===== src/rtl/iterative_shift_right_if.sv =====
// Signal bundle between the multi-cycle control FSM (master) and the
// iterative right-shift unit (slave).
interface iterative_shift_right_if #(
    parameter int WIDTH   = 32,
    parameter int SHAMT_W = 5
);
    // Handshake: start is a request that is accepted on any rising edge where
    // the unit is not busy (IDLE or DONE) and reset is low; there is no
    // backpressure. done is a one-cycle pulse, and dataOut is valid from that
    // cycle until the next completion.
    logic               start;
    logic [WIDTH-1:0]   dataIn;
    logic [SHAMT_W-1:0] shamt;
    logic               arith;
    logic               busy;
    logic               done;
    logic [WIDTH-1:0]   dataOut;
    logic [1:0]         state_dbg;

    modport master (
        output start, dataIn, shamt, arith,
        input  busy, done, dataOut, state_dbg
    );

    modport slave (
        input  start, dataIn, shamt, arith,
        output busy, done, dataOut, state_dbg
    );
endinterface


===== src/rtl/iterative_shift_right.sv =====
// Multi-cycle SRL/SRA unit: shifts the latched operand right by one bit per
// clock and presents the result with a one-cycle done pulse.
module iterative_shift_right #(
    parameter int WIDTH   = 32,
    parameter int SHAMT_W = 5
) (
    input  logic                    clk,
    input  logic                    reset,
    iterative_shift_right_if.slave  bus
);

    typedef enum logic [1:0] {
        IDLE  = 2'd0,
        SHIFT = 2'd1,
        DONE  = 2'd2
    } state_t;

    state_t             state;
    state_t             state_next;
    logic [WIDTH-1:0]   work;
    logic [SHAMT_W-1:0] cnt;
    logic               arith_q;
    logic [WIDTH-1:0]   data_out;
    logic [WIDTH-1:0]   shifted;
    logic               accept;
    logic               last_shift;

    assign shifted    = {arith_q & work[WIDTH-1], work[WIDTH-1:1]};
    assign accept     = ((state == IDLE) || (state == DONE)) && bus.start;
    assign last_shift = (state == SHIFT) && (cnt == SHAMT_W'(1));

    always_ff @(posedge clk) begin
        if (reset) begin
            state <= IDLE;
        end else begin
            state <= state_next;
        end
    end

    always_comb begin
        state_next = state;
        case (state)
            IDLE, DONE: begin
                if (bus.start) begin
                    state_next = (bus.shamt == '0) ? DONE : SHIFT;
                end else begin
                    state_next = IDLE;
                end
            end
            SHIFT: begin
                if (cnt == SHAMT_W'(1)) begin
                    state_next = DONE;
                end
            end
            default: state_next = IDLE;
        endcase
    end

    // dataOut only moves on the edge that enters DONE; it is held otherwise.
    always_ff @(posedge clk) begin
        if (reset) begin
            work     <= '0;
            cnt      <= '0;
            arith_q  <= 1'b0;
            data_out <= '0;
        end else if (accept) begin
            work    <= bus.dataIn;
            cnt     <= bus.shamt;
            arith_q <= bus.arith;
            if (bus.shamt == '0) begin
                data_out <= bus.dataIn;
            end
        end else if (state == SHIFT) begin
            work <= shifted;
            cnt  <= cnt - SHAMT_W'(1);
            if (last_shift) begin
                data_out <= shifted;
            end
        end
    end

    assign bus.busy      = (state == SHIFT);
    assign bus.done      = (state == DONE);
    assign bus.dataOut   = data_out;
    assign bus.state_dbg = state;

endmodule

===== src/flat_wrapper.sv =====
// flat-port wrapper written by rule: the top's interface ports become plain ports
module iterative_shift_right_flat 
#(
    parameter int WIDTH   = 32,
    parameter int SHAMT_W = 5
)
  (clk, reset, bus_start, bus_dataIn, bus_shamt, bus_arith, bus_busy, bus_done, bus_dataOut, bus_state_dbg);
  iterative_shift_right_if #(.WIDTH(WIDTH), .SHAMT_W(SHAMT_W)) bus_i ();
  input  logic clk;
  input  logic reset;
  input wire logic [$bits(bus_i.start)-1:0] bus_start;
  input wire logic [$bits(bus_i.dataIn)-1:0] bus_dataIn;
  input wire logic [$bits(bus_i.shamt)-1:0] bus_shamt;
  input wire logic [$bits(bus_i.arith)-1:0] bus_arith;
  output wire logic [$bits(bus_i.busy)-1:0] bus_busy;
  output wire logic [$bits(bus_i.done)-1:0] bus_done;
  output wire logic [$bits(bus_i.dataOut)-1:0] bus_dataOut;
  output wire logic [$bits(bus_i.state_dbg)-1:0] bus_state_dbg;
  assign bus_i.start = bus_start;
  assign bus_i.dataIn = bus_dataIn;
  assign bus_i.shamt = bus_shamt;
  assign bus_i.arith = bus_arith;
  assign bus_busy = bus_i.busy;
  assign bus_done = bus_i.done;
  assign bus_dataOut = bus_i.dataOut;
  assign bus_state_dbg = bus_i.state_dbg;
  iterative_shift_right #(.WIDTH(WIDTH), .SHAMT_W(SHAMT_W)) u_core (.clk(clk), .reset(reset), .bus(bus_i));
endmodule

===== config.mk =====
export PLATFORM = sky130hd
export DESIGN_NAME = iterative_shift_right_flat
export DESIGN_NICKNAME = d
export VERILOG_FILES = /design/src/rtl/iterative_shift_right_if.sv /design/src/rtl/iterative_shift_right.sv /design/src/flat_wrapper.sv
export SDC_FILE = /design/constraint.sdc
export NUM_CORES = 1
export LEC_CHECK = 0
export ABC_CLOCK_PERIOD_IN_PS = 3220
export BUFFER_PORTS_ARGS = -buffer_cell sky130_fd_sc_hd__buf_2
export CORE_AREA = 2 2 77 79
export DETAILED_ROUTE_END_ITERATION = 12
export DIE_AREA = 0 0 79 81
export GPL_ROUTABILITY_DRIVEN = 0
export PLACE_DENSITY = 0.81
export REMOVE_ABC_BUFFERS = 1
export SLEW_MARGIN = 40
export SYNTH_ARGS = -nofsm -noshare
export SYNTH_HDL_FRONTEND = slang
export SYNTH_SLANG_ARGS = --single-unit
export TNS_END_PERCENT = 20

===== constraint.sdc =====
create_clock -name clk -period 3.22 [get_ports clk]
set_input_delay 0.322 -clock clk [delete_from_list [all_inputs] [get_ports clk]]
set_output_delay 0.322 -clock clk [all_outputs]
set_load 0.01 [all_outputs]

==> metrics.txt <==
Inst Count DP 431; hold bufs inserted after CTS 0; simple-gate share of the synthesized area 0.134; number of antenna violations at the first check in global routing 0; Max-Cap Viols 0; IO buf count 76; Seq/Total Area, Yosys 0.478; GR Overflow Total 0; Cells after Synth 304; clk buf depth 2; Fin. Hold Viols 0; mux cell area share after synthesis 0.101; P_int 0.00137 W; drt wl/cell roughly 13 µm; die width between 70 and 80 µm; crit-path max FO 36; critical path class reg2reg; core area 5680 µm²; top cell type's share of synthesized area 0.478; diode count 0; Cell Area, Synth ~3000 µm²; synth top area cells dfxtp_1 (48%), a211oi_1 (12%), mux2i_1 (10%), nor2_1 (9.3%), a211oi_2 (7.2%); register share of total power 0.528; Cell Chain, Critical Path nor4b_4 > a22o_2 > buf_12 > nor2_1 > a211oi_2; total clock sinks 71; Synth Area per Inst a little under 10 µm²; share of cells above drive strength 1 0.303; Final setup viols 0; Synth Area in Compound Gates 0.217; Net Sw Frac 0.281; Worst Hold End u_core.arith_q$_SDFFE_PP0N_; Syn. warnings 0; GR Util All Layers 0.193; CTS Buf Count 9; pwr dens 544 nW/µm²; Final min period a little over 2 ns; Clk pwr share 0.293; first-pass GRT wire length 9.70 mm; Critical Path Slowest Stage Cell a22o_2; non-filler cells, final approximately 450; via count 2365; CP delay by family, top compound AO/OA/AOI/OAI gates; row count 28; post-CTS setup buffers 0; Worst Reg-to-Reg Cells 5; H-tree levels 3; Leak 1.45 nW; aggregate routed wire length 5.92 mm; area added between synthesis and finish 17.3%; Slew @ Worst Pin 0.812 ns; Synth area leader dfxtp_1; DR vias/cell 5.31; worst flop-to-flop path startpoint u_core.bus.state_dbg[0]$_SDFFE_PP0P_; Power Total 0.00190 W; DRT iter0 DRCs 141; adder-cell area share of the yosys netlist 0.00841; outcome completed; startpoint class of the critical path register; Pre-antenna DRT Iters 4; Worst EP required 3.47 ns; critical path data arrival time 2.31 ns; post-route core utilization 0.615; RSZ-0062 raised after global routing false; flop2flop setup slack 1.16 ns; IO Count 77; Die Ht 81 µm; Hold Path Cell Cnt 3; initial core utilization 0.524; Hold Startpoint bus_arith; Critical Path Max Stage Delay 0.65 ns; Worst R2R End u_core.bus.dataOut[21]$_SDFFE_PP0P_; clock latency on the worst-skew pair 0.33 ns; DP HPWL 4.04 mm; worst ir drop on vdd 0.000289 V; Worst Clk Skew 0.00679 ns; clock root cell clkbuf_8; Synth cell types 28; Final Max Slew Viols 0; Max Fclk 485 MHz; # DRC 0; die area 6400 µm²; Worst setup EP type register; CTS tree built; Worst Hold Class in2reg; Synth Register Bits 71; Clock transition at path regs 0.07 ns; headroom to the max-slew limit 0.458; post-route clock period utilization 0.641; CTS resizes 0; Logic pwr share 0.179; largest net degree at the start of global routing 72; vias in the first global route 2156; worst path buffer plus inverter count 1; xor/xnor share of the synthesized area 0.00294; Final ANT Viol Nets 0; Psw 0.000533 W; fin nets 410; largest family of logic cells by synthesized area compound AO/OA/AOI/OAI gates
-- cell type report --
cell class	instances	area [µm²]
sequential	71	1420
fill	494	2190
timing repair buffer	79	415
inverter	5	18.8
clock inverter	2	10.0
multi-input combinational	201	1400
clock buffer	12	135
tap	75	93.8
-- flip-flops by register name, indices dropped and copies added (netlist names) --
name and count:
u_core.bus.state_dbg 2, u_core.bus.dataOut 32, u_core.cnt 5, u_core.arith_q 1, u_core.work 31
-- per-stage QoR --
step	hold WS, ns	instance area (µm²)	setup TNS (ns)	setup WS, ns
2_1_floorplan	0.387	2820	-1.99	-0.0685
3_3_place_gp	0.439	3340	0	1.20
3_5_place_dp	0.448	3340	0	1.13
4_1_cts	0.234	3490	0	1.16
5_1_grt	0.239	3490	0	0.934
6_report	0.245	3490	0	1.16
-- layer usage --
layer	global-route usage	vias to the layer above	wire length, µm
met1	0.242	1061	2680
met3	0.0378	12	334
met4	0.116	0	133
met5	0	-	0
li1	-	1218	-
met2	0.309	74	2770
-- worst reg2reg max path: cells and delay by family, from the launching register on --
kind                   cells  cell delay [ns]
AND/OR/NAND/NOR            2             0.38
AO/OA/AOI/OAI              2             0.83
flip-flops                 1             0.47
buffers and inverters      1             0.29
-- cells by family (layout without fill, tap and decap cells) --
kind of cell             after synthesis  after routing
AO/OA/AOI/OAI                         76             76
XOR/XNOR                               1              1
adder cells (fa/ha/maj)                2              2
buffers and inverters                 32             98
flip-flops                            71             71
multiplexers                          30             30
AND/OR/NAND/NOR                       92             92
-- power groups by stage --
stage               logic [W]  clock network, W  registers [W]
global placement     0.000331                 0        0.00102
finish               0.000340          0.000556        0.00100
floorplan            0.000229                 0        0.00102
global route         0.000385          0.000610        0.00101
CTS                  0.000343          0.000577        0.00100
detailed placement   0.000341                 0        0.00102
-- worst max path at each step --
stage / start / endpoint / slack (ns) / cells past startpoint
after floorplan: u_core.bus.state_dbg[0]$_SDFFE_PP0P_ / u_core.work[14]$_SDFFE_PP0P_ / -0.07 / 3
after global placement: bus_start / u_core.work[22]$_SDFFE_PP0P_ / 1.20 / 5
after detailed placement: bus_start / u_core.cnt[0]$_SDFFE_PP0P_ / 1.13 / 6
after CTS: u_core.bus.state_dbg[0]$_SDFFE_PP0P_ / u_core.bus.dataOut[12]$_SDFFE_PP0P_ / 1.16 / 5
after global routing: u_core.bus.state_dbg[0]$_SDFFE_PP0P_ / u_core.bus.dataOut[12]$_SDFFE_PP0P_ / 0.93 / 5
final: u_core.bus.state_dbg[0]$_SDFFE_PP0P_ / u_core.bus.dataOut[21]$_SDFFE_PP0P_ / 1.16 / 5
-- synthesized netlist by cell type --
cell and n:
buf_4 4, clkbuf_1 9, a211oi_1 46, buf_6 4, a21oi_1 6, a32oi_1 2
xnor2_1 1, a211oi_2 17, nor4_2 1, nor3_1 1, mux2i_1 30, o21ai_0 1
ha_1 2, and3_1 1, nor4b_4 1, nor4b_1 1, buf_2 7, nor2b_1 4
a22o_1 1, nand2_1 6, nand2b_1 2, nor2_1 74, nand3_1 1, a311oi_1 1
dfxtp_1 71, buf_1 3, a221oi_1 2, inv_1 5
-- cells in the final DEF (no fill, tap or decap) --
cell type / instances
a211oi_2: 17
nor3_1: 1
nand2b_1: 2
nor2b_4: 1
xnor2_1: 1
a22o_2: 1
a21oi_1: 6
buf_4: 2
a221oi_1: 2
nand2_1: 5
clkbuf_1: 3
a311oi_1: 1
and3_1: 1
nor2b_1: 3
buf_2: 76
nor2_1: 74
a211oi_1: 46
nand2_4: 1
nor4b_4: 1
buf_12: 1
nand3_1: 1
clkinv_2: 2
nor4_2: 1
inv_1: 5
nor4b_1: 1
dfxtp_1: 71
o21ai_0: 1
a32oi_1: 2
mux2i_1: 30
clkbuf_8: 9
ha_1: 2
(Power assumes the default switching activity.)
